<file path="src/rtl/piso_tx.sv">
// rtl/piso_tx.sv - parallel-in serial-out transmitter with valid/ready load and gapless framing
// Optional even-parity bit appended after the data bits when PISO_TX_PARITY_EN is defined.
module piso_tx #(
  parameter int WIDTH     = 8,
  parameter bit MSB_FIRST = 1'b1
) (
  input  logic             clk,
  input  logic             rst,
  input  logic             load_valid,
  input  logic [WIDTH-1:0] load_data,
  output logic             load_ready,
  output logic             sout,
  output logic             sout_valid,
  output logic             sout_last,
  output logic             busy
);

`ifdef PISO_TX_PARITY_EN
  localparam int FLEN = WIDTH + 1;
`else
  localparam int FLEN = WIDTH;
`endif
  localparam int CW = $clog2(FLEN);

  typedef enum logic {IDLE, SHIFT} state_t;

  state_t          state;
  logic [FLEN-1:0] sreg;
  logic [CW-1:0]   cnt;
  logic [FLEN-1:0] frame;
  logic            take;

  // The frame is laid out in transmit order so the top bit of sreg is always the bit on the wire.
  always_comb begin
    frame = '0;
    for (int i = 0; i < WIDTH; i++) begin
      if (MSB_FIRST)
        frame[FLEN-WIDTH+i] = load_data[i];
      else
        frame[FLEN-1-i] = load_data[i];
    end
`ifdef PISO_TX_PARITY_EN
    frame[0] = ^load_data;
`endif
  end

  // sout_last is a register that is high exactly in the final SHIFT cycle, so ready needs no compare.
  assign load_ready = rst && ((state == IDLE) || sout_last);
  assign take       = load_valid && load_ready;
  assign sout       = sreg[FLEN-1];
  assign busy       = (state == SHIFT);

  always_ff @(posedge clk or negedge rst) begin
    if (!rst) begin
      state      <= IDLE;
      sreg       <= '0;
      cnt        <= '0;
      sout_valid <= 1'b0;
      sout_last  <= 1'b0;
    end else if (take) begin
      state      <= SHIFT;
      sreg       <= frame;
      cnt        <= CW'(FLEN - 1);
      sout_valid <= 1'b1;
      sout_last  <= 1'b0;
    end else if (state == SHIFT && cnt != '0) begin
      sreg       <= {sreg[FLEN-2:0], 1'b0};
      cnt        <= cnt - 1'b1;
      sout_last  <= (cnt == CW'(1));
    end else begin
      // Clearing sreg on the way back to IDLE keeps sout at 0 between frames.
      state      <= IDLE;
      sreg       <= '0;
      cnt        <= '0;
      sout_valid <= 1'b0;
      sout_last  <= 1'b0;
    end
  end

endmodule
</file>
<file path="config.mk">
export PLATFORM = sky130hd
export DESIGN_NAME = piso_tx
export DESIGN_NICKNAME = d
export VERILOG_FILES = /design/src/rtl/piso_tx.sv
export SDC_FILE = /design/constraint.sdc
export NUM_CORES = 1
export LEC_CHECK = 0
export BUFFER_PORTS_ARGS = -buffer_cell sky130_fd_sc_hd__clkbuf_2
export CELL_PAD_IN_SITES_DETAIL_PLACEMENT = 2
export CELL_PAD_IN_SITES_GLOBAL_PLACEMENT = 2
export CORE_MARGIN = 1.5
export CORE_UTILIZATION = 29
export CTS_CLUSTER_SIZE = 10
export DETAILED_ROUTE_END_ITERATION = 8
export MAX_ROUTING_LAYER = met4
export PLACE_DENSITY = 0.71
export SYNTH_ARGS = -nofsm -noshare
export SYNTH_HDL_FRONTEND = slang
export SYNTH_SLANG_ARGS = --single-unit
</file>
<file path="constraint.sdc">
create_clock -name clk -period 2.2 [get_ports clk]
set_clock_uncertainty 0.05 [all_clocks]
set_input_delay 0.44 -clock clk [delete_from_list [all_inputs] [get_ports clk]]
set_output_delay 0.44 -clock clk [all_outputs]
set_load 0.02 [all_outputs]
</file>
Word-level counts from Yosys, hierarchy flattened --
Cells that the tools add are included. W data, S select, Z words.
Operators by class: muxes and demuxes 8, equal/unequal tests 2, div/mod/pow operators 0, multipliers 0, $lt $le $gt $ge 0, reduce and logical (&&, ||, !) cells 5, $add $sub $neg 1, bitwise operators 1, shifts and indexed selects 0
Operator list (number):
- $mux W8 | 2
- $mux W3 | 2
- $mux W1 | 4
- $eq A3 B1 Y1 const B | 1
- $logic_and A1 B1 Y1 | 3
- $reduce_bool A3 Y1 | 1
- $sub A3 B1 Y3 const B | 1
- $ne A2 B2 Y1 const B | 1
- $logic_or A1 B1 Y1 | 1
- $not A1 Y1 | 1
Storage, ports and cells: memories 0, bits in latches 0, output and inout bits 5, bits in registers 13, RAM bits 0, ROM bits 0

Longest topological paths before layout --
depth in word-level cells 5, depth in mapped cells 7, gate-level depth less buffers 6

Worst setup path before layout --
Ideal clock, no wire load.
path type register to output, start point register sout_last, end point output port load_ready, data arrival time 858 ps, setup slack 852 ps, stages on the path, launching flop included 3, path through dfrtp_1 > nand2b_1 > and2_2
On the way: word-level cells in the longest chain between the ends 2
Ends and longest elaborated chain:
- start, declared | line 14 | output logic sout_last,
- start signal, assigned | line 69 | sout_last <= (cnt == CW'(1));
- $logic_or A1 B1 Y1 | line 48 | assign load_ready = rst && ((state == IDLE) || sout_last);
- $logic_and A1 B1 Y1 | line 48
- end, declared | line 11 | output logic load_ready,
Every way passes these cells.

Worst setup path after layout --
start point input port rst, end point output port load_ready
On the way: word-level cells in the longest chain between the ends 1
Ends and longest elaborated chain:
- start, declared | line 8 | input logic rst,
- $logic_and A1 B1 Y1 | line 48
Every way passes these cells.

==> impl_metrics.env <==
export IMPL_drv_cap=0
export IMPL_drive_gt1_share_pct=30.6
export IMPL_cp_startpoint="rst"
export IMPL_grt_pass1_vias=415
export IMPL_switching_power_mw=0.253
export IMPL_antenna_found_initial=0
export IMPL_crit_arrival_ps=1470
export IMPL_ant_nets=0
export IMPL_grt_overflow_total=0
export IMPL_avgSynthCellArea_um2=11.0
export IMPL_final_setup_tns_ps=0
export IMPL_cts_tree="done"
export IMPL_syn_num_nets=68
export IMPL_r2r_end="sout_last$_DFF_PN0_"
export IMPL_yosys_warnings=0
export IMPL_die_x_um=48.2
export IMPL_status="finished, final reports clean"
export IMPL_drt_iter0_markers=0
export IMPL_crit_fanout=5
export IMPL_io_buffers=15
export IMPL_muxShareOfSynthArea_pct=11.8
export IMPL_hold_viol=0
export IMPL_cts_root_buf="clkbuf_4"
export IMPL_reg2reg_from="cnt[0]$_DFF_PN0_"
export IMPL_worst_slew_pin_slew_ps=482
export IMPL_crit_end="load_ready"
export IMPL_start_util_pct=30.5
export IMPL_area_growth_pct=21.7
export IMPL_relSlewSlack_pct=67.8
export IMPL_die_area_um2=2330
export IMPL_n_antenna_cell=0
export IMPL_hpwl_um=903
export IMPL_synth_compound_area_share_pct=2.53
export IMPL_ios=16
export IMPL_htreeDepth=1
export IMPL_via_count=415
export IMPL_fillers=233
export IMPL_cp_required_ps=1710
export IMPL_drc=0
export IMPL_synth_seq_cells=13
export IMPL_synth_xor_area_share_pct=0
export IMPL_final_max_slew_viol_count=0
export IMPL_synth_most_common_cell="dfrtp_1"
export IMPL_leakagePower_nw=0.429
export IMPL_ys_seq_area_share_pct=54.9
export IMPL_cp_start_kind="input pin"
export IMPL_viasPerCell=4.19
export IMPL_rrSetupSlack_ps=580
export IMPL_clockBufferDepth=2
export IMPL_p_seq_share_pct=45.4
export IMPL_grt_first_pass_wirelength_mm=1.86
export IMPL_combinationalPowerShare_pct=34.2
export IMPL_wl_mm=1.15
export IMPL_async_flop_share_pct=100
export IMPL_synthTopCellsByArea="dfrtp_1 55%, mux2i_1 12%, ha_1 6.3%"
export IMPL_fp_dieH_um=48.2
export IMPL_layout_nets=87
export IMPL_drt_first_pass_iters=1
export IMPL_synthAdderAreaFrac_pct=6.33
export IMPL_grt_usage_pct=12.6
export IMPL_setup_viol=0
export IMPL_routedWlPerCell_um=11.7
export IMPL_hold_path_class="input pin to register"
export IMPL_synth_simple_area_share_pct=14.1
export IMPL_cts_resized=0
export IMPL_path_class="input pin to primary output"
export IMPL_timing_hold_ws_ps=320
export IMPL_cts_buffers=3
export IMPL_synth_ff_type="dfrtp_1"
export IMPL_rsz0062_at_grt="no"
export IMPL_yosys_top_cells_count="13 x dfrtp_1, 10 x inv_1, 8 x nand2_1"
export IMPL_synthCells=54
export IMPL_core_um2=1940
export IMPL_post_route_util_pct=37.2
export IMPL_synth_top_cell_by_area="dfrtp_1"
export IMPL_min_period_over_period_pct=89.2
export IMPL_clk_pin_slew_ps=80
export IMPL_cp_end_kind="primary output"
export IMPL_hold_depth=3
export IMPL_gp_congestion=0.724
export IMPL_grt_max_degree=13
export IMPL_power_internal_mw=0.458
export IMPL_fmax_mhz=510
export IMPL_synth_top_family_by_area="simple AND/OR/NAND/NOR gates"
export IMPL_synth_edf_count=0
export IMPL_switching_share_pct=35.6
export IMPL_final_area_um2=722
export IMPL_clk_latency_ps=270
export IMPL_worstRegToRegCells=5
export IMPL_synth_area_um2=593
export IMPL_layout_min_cycle_time_ps=1960
export IMPL_pwr_share_clk_pct=20.5
export IMPL_dpl_cell_area_um2=686
export IMPL_cts_num_sinks=13
export IMPL_num_rows=16
export IMPL_synth_top_area_share_pct=54.9
export IMPL_synth_distinct_cells=16
export IMPL_power_density_nw_per_um2=985
export IMPL_ir_worst_vdd_mv=0.355
==> per-stage QoR <==
stage	power (mW)	setup WS, ps	cells
after floorplan	0.513	852	54
after global placement	0.565	648	94
after detailed placement	0.577	563	94
after CTS	0.732	223	99
after global routing	0.783	196	99
final	0.711	239	99
==> flip-flops by register name (all words and copies together) (netlist names) <==
signal,flops
busy,1
cnt,3
sout_last,1
sreg,8
==> how the worst min path moves through the flow <==
| stage | startpoint | to |
|---|---|---|
| global route | load_data[4] | sreg[4]$_DFF_PN0_ |
| detailed placement | rst | sreg[0]$_DFF_PN0_ |
| finish | load_data[3] | sreg[3]$_DFF_PN0_ |
| global placement | rst | sreg[0]$_DFF_PN0_ |
| CTS | load_data[3] | sreg[3]$_DFF_PN0_ |
| floorplan | rst | busy$_DFFE_PN0P_ |
==> power groups by stage <==
stage	clock, mW	combinational (mW)	sequential (mW)
finish	0.146	0.243	0.322
global route	0.167	0.285	0.331
CTS	0.156	0.252	0.324
detailed placement	0	0.249	0.328
global placement	0	0.239	0.326
floorplan	0	0.175	0.337
==> worst max-delay path, cell delays in order <==
cell	delay, ps
dlygate4sd3_1	530
clkbuf_2	150
and2_2	190
clkbuf_2	160
==> routing by layer <==
metal	vias up	wire length, um	share of wire [%]	track usage [%]
met2	13	559	48	18.9
met1	199	511	44	15.3
met4	0	0	0	3.24
li1	203	-	-	-
met3	0	83	7.2	5.56
met5	-	0	0	-
==> layout by cell type (no fill, tap or decap), drive strengths merged <==
cell         synthesis  routed
nand2                8       8
dlygate4sd3          0       1
and2                 1       1
inv                 10      10
and4                 1       1
nor2b                1       1
dfrtp               13      13
nand2b               1       1
ha                   3       3
or2b                 1       1
buf                  2       1
clkbuf               1      19
nand3                1       1
o21ai                3       3
and3                 1       1
mux2i                7       7
==> timing repair <==
item                                   4_1_cts  5_1_grt
setup buffers                                0        0
hold buffers                                 1        0
endpoints found under the hold margin        2        0
==> cell families after synthesis <==
logic type | Yosys count
AO/OA/AOI/OAI | 3
adder cells (fa/ha/maj) | 3
buffers and inverters | 13
flip-flops | 13
multiplexers | 7
AND/OR/NAND/NOR | 15
==> final cells by class <==
| type | count | area, um2 | share of cell area [%] |
|---|---|---|---|
| clock buffer | 4 | 26.3 | 3.64 |
| inverter | 10 | 37.5 | 5.20 |
| multi-input combinational | 28 | 206 | 28.6 |
| sequential | 13 | 325 | 45.1 |
| tap | 27 | 33.8 | 4.68 |
| timing repair buffer | 17 | 92.6 | 12.8 |
No activity file was read; power rests on OpenSTA's default activity.
